--- src/rtl/mc_pkg.sv ---
// Shared definitions for the multicycle controller: opcodes, state encoding,
// datapath select encodings and the decoded opcode class.
`default_nettype none

package mc_pkg;

  localparam logic [5:0] OP_R    = 6'h00;
  localparam logic [5:0] OP_J    = 6'h02;
  localparam logic [5:0] OP_BEQ  = 6'h04;
  localparam logic [5:0] OP_ADDI = 6'h08;
  localparam logic [5:0] OP_LW   = 6'h23;
  localparam logic [5:0] OP_SW   = 6'h2B;

  typedef enum logic [2:0] {
    S_FETCH  = 3'd1,
    S_DECODE = 3'd2,
    S_EXEC   = 3'd3,
    S_MEM    = 3'd4,
    S_WB     = 3'd5,
    S_EXC    = 3'd6
  } state_t;

  localparam logic [1:0] ALUOP_ADD   = 2'b00;
  localparam logic [1:0] ALUOP_SUB   = 2'b01;
  localparam logic [1:0] ALUOP_FUNCT = 2'b10;

  localparam logic [1:0] SRCB_REG    = 2'b00;
  localparam logic [1:0] SRCB_FOUR   = 2'b01;
  localparam logic [1:0] SRCB_IMM    = 2'b10;
  localparam logic [1:0] SRCB_BRANCH = 2'b11;

  localparam logic [1:0] PCS_ALU    = 2'b00;
  localparam logic [1:0] PCS_ALUOUT = 2'b01;
  localparam logic [1:0] PCS_JUMP   = 2'b10;
  localparam logic [1:0] PCS_EXC    = 2'b11;

  typedef struct packed {
    logic r;
    logic lw;
    logic sw;
    logic beq;
    logic j;
    logic addi;
    logic illegal;
  } opclass_t;

endpackage

`default_nettype wire

--- src/rtl/mc_opdecode.sv ---
// Opcode to one-hot instruction class; any unlisted opcode is ILLEGAL.
`default_nettype none

module mc_opdecode
  import mc_pkg::*;
(
  input  logic [5:0] i_opcode,
  output opclass_t   o_class
);

  always_comb begin
    o_class = '0;
    case (i_opcode)
      OP_R:    o_class.r       = 1'b1;
      OP_LW:   o_class.lw      = 1'b1;
      OP_SW:   o_class.sw      = 1'b1;
      OP_BEQ:  o_class.beq     = 1'b1;
      OP_J:    o_class.j       = 1'b1;
      OP_ADDI: o_class.addi    = 1'b1;
      default: o_class.illegal = 1'b1;
    endcase
  end

endmodule

`default_nettype wire

--- src/rtl/multicycle_ctrl.sv ---
// Multicycle MIPS/LEG control unit with valid/ready memory handshake.
// Build option MULTICYCLE_CTRL_EXC_EN: undefined opcodes trap to EXC_VECTOR.
`default_nettype none

module multicycle_ctrl
  import mc_pkg::*;
#(
  parameter int                DATA_W     = 32,
  parameter logic [DATA_W-1:0] EXC_VECTOR = 'h180
) (
  input  logic              clock,
  input  logic              reset,
  input  logic [5:0]        opcode,
  input  logic              mem_ready,
  output logic              mem_req,
  output logic [1:0]        ALUOp,
  output logic [1:0]        ALUSrcB,
  output logic [1:0]        PCSource,
  output logic              RegDst,
  output logic              MemtoReg,
  output logic              MemRead,
  output logic              MemWrite,
  output logic              IorD,
  output logic              RegWrite,
  output logic              IRWrite,
  output logic              PCWrite,
  output logic              PCWriteCond,
  output logic              ALUSrcA,
  output logic              EPCWrite,
  output logic [DATA_W-1:0] exc_vector,
  output logic [2:0]        state_o
);

  state_t   r_state;
  opclass_t w_cls;

  mc_opdecode u_opdecode (
    .i_opcode (opcode),
    .o_class  (w_cls)
  );

  always_ff @(posedge clock or posedge reset) begin
    if (reset) begin
      r_state <= S_FETCH;
    end else begin
      case (r_state)
        S_FETCH:  if (mem_ready) r_state <= S_DECODE;
        S_DECODE: begin
          if (w_cls.illegal) begin
`ifdef MULTICYCLE_CTRL_EXC_EN
            r_state <= S_EXC;
`else
            r_state <= S_FETCH;
`endif
          end else begin
            r_state <= S_EXEC;
          end
        end
        S_EXEC: begin
          if (w_cls.lw || w_cls.sw)       r_state <= S_MEM;
          else if (w_cls.r || w_cls.addi) r_state <= S_WB;
          else                            r_state <= S_FETCH;
        end
        S_MEM:    if (mem_ready) r_state <= w_cls.lw ? S_WB : S_FETCH;
        default:  r_state <= S_FETCH;
      endcase
    end
  end

  // Outputs are combinational so that reset blanks every enable in the same cycle.
  always_comb begin
    ALUOp       = ALUOP_ADD;
    ALUSrcB     = SRCB_REG;
    PCSource    = PCS_ALU;
    RegDst      = 1'b0;
    MemtoReg    = 1'b0;
    MemRead     = 1'b0;
    MemWrite    = 1'b0;
    IorD        = 1'b0;
    RegWrite    = 1'b0;
    IRWrite     = 1'b0;
    PCWrite     = 1'b0;
    PCWriteCond = 1'b0;
    ALUSrcA     = 1'b0;
    EPCWrite    = 1'b0;
    if (!reset) begin
      case (r_state)
        S_FETCH: begin
          MemRead = 1'b1;
          ALUSrcB = SRCB_FOUR;
          IRWrite = mem_ready;
          PCWrite = mem_ready;
        end
        S_DECODE: ALUSrcB = SRCB_BRANCH;
        S_EXEC: begin
          if (w_cls.lw || w_cls.sw || w_cls.addi) begin
            ALUSrcA = 1'b1;
            ALUSrcB = SRCB_IMM;
          end else if (w_cls.r) begin
            ALUSrcA = 1'b1;
            ALUOp   = ALUOP_FUNCT;
          end else if (w_cls.beq) begin
            ALUSrcA     = 1'b1;
            ALUOp       = ALUOP_SUB;
            PCWriteCond = 1'b1;
            PCSource    = PCS_ALUOUT;
          end else if (w_cls.j) begin
            PCWrite  = 1'b1;
            PCSource = PCS_JUMP;
          end
        end
        S_MEM: begin
          IorD     = 1'b1;
          MemRead  = w_cls.lw;
          MemWrite = w_cls.sw;
        end
        S_WB: begin
          RegWrite = 1'b1;
          RegDst   = w_cls.r;
          MemtoReg = w_cls.lw;
        end
`ifdef MULTICYCLE_CTRL_EXC_EN
        S_EXC: begin
          PCWrite  = 1'b1;
          PCSource = PCS_EXC;
          EPCWrite = 1'b1;
        end
`endif
        default: ;
      endcase
    end
  end

  assign mem_req    = MemRead | MemWrite;
  assign exc_vector = EXC_VECTOR;
  assign state_o    = r_state;

endmodule

`default_nettype wire

--- config.mk ---
export PLATFORM = sky130hd
export DESIGN_NAME = multicycle_ctrl
export DESIGN_NICKNAME = d
export VERILOG_FILES = /design/src/rtl/mc_pkg.sv /design/src/rtl/mc_opdecode.sv /design/src/rtl/multicycle_ctrl.sv
export SDC_FILE = /design/constraint.sdc
export NUM_CORES = 1
export LEC_CHECK = 0
export BUFFER_PORTS_ARGS = -buffer_cell sky130_fd_sc_hd__buf_2
export CAP_MARGIN = 5
export CORE_MARGIN = 2
export CORE_UTILIZATION = 38
export CTS_CLUSTER_DIAMETER = 30
export DETAILED_ROUTE_END_ITERATION = 8
export HOLD_SLACK_MARGIN = 0.06
export PLACE_DENSITY = 0.88
export SLEW_MARGIN = 20
export SYNTH_ARGS = -nofsm -noshare
export SYNTH_HDL_FRONTEND = slang
export SYNTH_SLANG_ARGS = --single-unit
--- constraint.sdc ---
create_clock -name clock -period 1.8 [get_ports clock]
set_input_delay 0.36 -clock clock [delete_from_list [all_inputs] [get_ports clock]]
set_output_delay 0.36 -clock clock [all_outputs]
set_load 0.02 [all_outputs]
### Word level (Yosys, flattened, before mapping)

Cells that the tools add are included.

| storage, ports and cells | value |
|---|---|
| output and inout port bits | 53 |
| input bits | 9 |
| word-level logic and storage cells | 76 |
| register bits after elaboration | 3 |

| operators by class | value |
|---|---|
| multiplexer cells | 56 |
| reductions and logical operators | 6 |
| bitwise gates (word level) | 1 |
| eq/ne operators | 12 |

Operator list:

| operator | count |
|---|---|
| 2-to-1 mux 1 bit | 34 |
| 2-to-1 mux 2 bit | 13 |
| 2-to-1 mux 3 bit | 5 |
| equality test 6 bit, second input constant | 2 |
| one-hot mux 3 bit (4 select lines) | 1 |
| equality test 3 x 2 -> 1 bit, second input constant | 2 |
| equality test 3 bit, second input constant | 2 |
| equality test 6 x 2 -> 1 bit, second input constant | 1 |
| equality test 6 x 3 -> 1 bit, second input constant | 1 |
| equality test 6 x 4 -> 1 bit, second input constant | 1 |
| logical NOT 6 bit | 1 |
| one-hot mux 2 bit (3 select lines) | 1 |
| OR reduction 6 bit | 1 |
| != test 2 bit, second input constant | 2 |
| one-hot mux 1 bit (2 select lines) | 2 |
| equality test 3 x 1 -> 1 bit, second input constant | 1 |
| logical OR 1 bit | 3 |
| AND reduction 2 bit | 1 |
| OR 1 bit | 1 |

### Longest topological paths before layout

| depth | value |
|---|---|
| depth in word-level cells | 8 |
| depth in mapped cells | 5 |
| depth with buffers taken out | 3 |

### By module

From an unflattened synthesis, not the netlist that was laid out.

| unflattened totals | value |
|---|---|
| cell total of the unflattened synthesis | 95 |
| area, all modules | 714.4 um2 |

Modules (own cells, without submodules):

| module | area each (um2) | times used | sequential area each (um2) | cells an instance |
|---|---|---|---|---|
| multicycle_ctrl | 618.1 | 1 | 76.3 | 82 |
| mc_opdecode | 96.3 | 1 | 0.0 | 13 |

### Least setup slack after synthesis

No wires, ideal clock.

| path | value |
|---|---|
| path type | register to output |
| start point | register r_state[0] (netlist: state_o[0]) |
| end point | output ALUOp[0] |
| cell stages (with the launch flop) | 5 |
| buffers on the path | 2 |
| data required time | 1,440 ps |
| setup slack | -510 ps |
| arrival time | 1,950 ps |
| path through | dfstp_2 -> clkbuf_1 -> nand4b_1 -> nor3_1 -> buf_4 |

| on the way | value |
|---|---|
| word-level cells in the longest chain between the ends | 3 |

Ends and longest elaborated chain:

| what | RTL line | text |
|---|---|---|
| start: declaration | multicycle_ctrl.sv:34 | `state_t r_state;` |
| start signal: assignment | multicycle_ctrl.sv:64 | `S_MEM: if (mem_ready) r_state <= w_cls.lw ? S_WB : S_FETCH;` |
| equality test 3 x 2 -> 1 bit | multicycle_ctrl.sv:87 | `case (r_state)` |
| 2-to-1 mux 2 bit | multicycle_ctrl.sv:87 |  |
| 2-to-1 mux 2 bit | multicycle_ctrl.sv:86 | `if (!reset) begin` |
| end: declaration | multicycle_ctrl.sv:16 | `output logic [1:0] ALUOp,` |

Every way passes these cells.

### Worst setup path after layout

| path | value |
|---|---|
| start point | register r_state[0] (netlist: state_o[0]) |
| end point | output PCSource[1] |

| on the way | value |
|---|---|
| word-level cells in the longest chain between the ends | 3 |

Ends and longest elaborated chain:

| what | RTL line | text |
|---|---|---|
| equality test 3 x 2 -> 1 bit | multicycle_ctrl.sv:87 |  |
| 2-to-1 mux 2 bit | multicycle_ctrl.sv:87 |  |
| 2-to-1 mux 2 bit | multicycle_ctrl.sv:86 |  |
| end: declaration | multicycle_ctrl.sv:18 | `output logic [1:0] PCSource,` |

Every way passes these cells.

==> flow_metrics.env <==
export IMPL_syn_inst=100
export IMPL_status="complete, but fails checks"
export IMPL_startpoint_type="flop"
export IMPL_cp_end_kind="output pin"
export IMPL_synthTopCellsByArea="buf_4 (36%), dfrtp_1 (6.8%), nor2_1 (5.1%)"
export IMPL_hold_buffers=0
export IMPL_floorplan_core_area_um2=1764
export IMPL_htreeDepth=1
export IMPL_fin_setup_tns_ps=-73.83
export IMPL_antenna_found_initial=0
export IMPL_timing_hold_ws_ps=114.4
export IMPL_dieArea_um2=2290
export IMPL_viasPerCell=4.724
export IMPL_multi_input_area_um2=578.1
export IMPL_cts_clk_slew_worst_paths_ps=40
export IMPL_violations="negative setup slack"
export IMPL_cts_root_buf="clkbuf_4"
export IMPL_grt_max_degree=9
export IMPL_dr_pass1_iters=5
export IMPL_diodes=0
export IMPL_ys_seq_area_share_pct=10.45
export IMPL_synth_top_area_share_pct=35.96
export IMPL_crit_type="flop to output pin"
export IMPL_setup_violations=4
export IMPL_netlist_area_um2=730.7
export IMPL_clkSinkCount=3
export IMPL_fin_area_um2=1095
export IMPL_fmax_mhz=543.1
export IMPL_register_area_um2=77.57
export IMPL_grt_usage_pct=17.59
export IMPL_grt_pass1_wl_mm=2.794
export IMPL_path_max_fanout=4
export IMPL_worst_slack_ps=-41.15
export IMPL_final_nets=155
export IMPL_wl_per_cell_um=12.65
export IMPL_gr_total_overflow=0
export IMPL_powerDensity_nw_per_um2=452.8
export IMPL_rows=15
export IMPL_cts_buffer_depth=2
export IMPL_clock_insertion_delay_worst_skew_ps=240
export IMPL_cp_arrival_ps=1480
export IMPL_synth_distinct_cells=34
export IMPL_yosysWarnings=0
export IMPL_syn_area_per_cell_um2=7.307
export IMPL_synth_seq_cells=3
export IMPL_io_pins=62
export IMPL_pre_cts_ws_ps=-99.43
export IMPL_finalHoldViolCount=0
export IMPL_synth_top_area_cell="buf_4"
export IMPL_irDropWorstVdd_v=0.0002747
export IMPL_cts_tree="built"
export IMPL_period_needed_ps=1841
export IMPL_max_cap_viol_count=0
export IMPL_fp_dieW_um=47.85
export IMPL_async_flop_share_pct=100.0
export IMPL_dp_hpwl_mm=1.592
export IMPL_rsz0062_at_grt="true"
export IMPL_fin_worst_skew_ps=8.466
export IMPL_initial_core_util_pct=41.42
export IMPL_synthTopCellsByCount="buf_4 (35), nor2_1 (10), nand2_1 (4), nand4b_1 (4), nor3_1 (4)"
export IMPL_grt_pass1_vias=636
export IMPL_power_leakage_uw=0.0005548
export IMPL_drive_above_1_share_pct=51.72
export IMPL_ff2ff_setup_slack_ps=560
export IMPL_gp_routability_congestion=0.8489
export IMPL_place_area_um2=895.9
export IMPL_vias=803
export IMPL_synth_ff_type="dfrtp_1"
export IMPL_synth_most_common_cell="buf_4"
export IMPL_antenna_left=0
export IMPL_drc=0
export IMPL_finalMaxSlewViolations=0
export IMPL_fillers=160
export IMPL_required_ps=1440
export IMPL_cts_buffers=3
export IMPL_hold_class="input port to async pin"
export IMPL_io_buffers=28
export IMPL_areaGrowthSynthToFinish_pct=49.83
export IMPL_period_share_pct=102.3
export IMPL_routed_wl_mm=2.150
export IMPL_largest_reg_flops=3
export IMPL_die_h_um=47.85
export IMPL_fin_util_pct=62.06
export IMPL_drt_iter0_drc=14
export IMPL_synth_edf_count=0
## stage by stage
step | instances | power (uW)
floorplan | 131 | 313.9
global placement | 158 | 314.5
detailed placement | 158 | 322.3
CTS | 169 | 483.7
global route | 170 | 530.2
finish | 170 | 495.7
## report_power, final
part | switching [uW] | internal [uW] | leakage (uW) | total [uW]
Combinational | 184 | 108 | 0.000503 | 292
Clock | 38.4 | 83.3 | 0.0000150 | 122
Sequential | 6.18 | 76.0 | 0.0000364 | 82.1
## worst max-delay path, stage by stage (launching register included)
cell and delay [ps]:
dfstp_2 560, nand4b_1 130, buf_6 160, and4bb_2 280, buf_6 110
## layout make-up
cell class | instances | share of cell area [%]
Clock buffer | 4 | 2.400
Inverter | 3 | 1.029
Multi-Input combinational cell | 85 | 52.80
Sequential cell | 3 | 7.086
Tap cell | 25 | 2.857
Timing Repair Buffer | 50 | 33.83
## worst paths after layout
path	startpoint	end	depth (start not counted)
max	state_o[0]	PCSource[1]	4
min	reset	state_o[2]	3
max reg2reg	state_o[1]	state_o[0]	3
min reg2reg	state_o[2]	state_o[1]	3
max in group asynchronous	reset	state_o[0]	3
min in group clock	mem_ready	state_o[0]	2
## kinds of logic (layout without fill, tap and decap cells)
| group | after synthesis | count (layout) | synth area share, % |
|---|---|---|---|
| xor+xnor | 1 | 1 | 1.199 |
| other cells | 2 | 33 | 1.028 |
| compound gates | 14 | 14 | 15.75 |
| flops | 3 | 3 | 10.45 |
| simple gates | 37 | 37 | 31.16 |
| buf+inv | 43 | 57 | 40.41 |
## cells in the final DEF, fill, tap and decap left out, types with 2 or more instances in the layout
| cell type | n |
|---|---|
| conb_1 | 33 |
| buf_4 | 23 |
| buf_2 | 17 |
| buf_6 | 10 |
| nor2_1 | 8 |
| nand4b_1 | 4 |
| nand2_1 | 4 |
| nor3_1 | 3 |
| nand2b_4 | 3 |
| clkbuf_4 | 3 |
| o31a_2 | 2 |
| inv_1 | 2 |
| and3_1 | 2 |
| a211oi_2 | 2 |
## repair_timing
action | in CTS | in global routing
gates resized for setup | 18 | 12
buffers inserted | 7 | 1
pin swaps | 8 | 7
cloned | 0 | 0
setup endpoints to repair | 14 | 12
## per-layer routing
metal / vias up / global-route usage [%] / wire, um
met2: 55 / 33.07 / 1193
met4: 0 / 5.946 / 25
li1: 372 / - / -
met5: - / 0 / 0
met3: 4 / 3.019 / 150
met1: 372 / 19.64 / 781
Note: power is estimated with default switching activity, not from simulation.
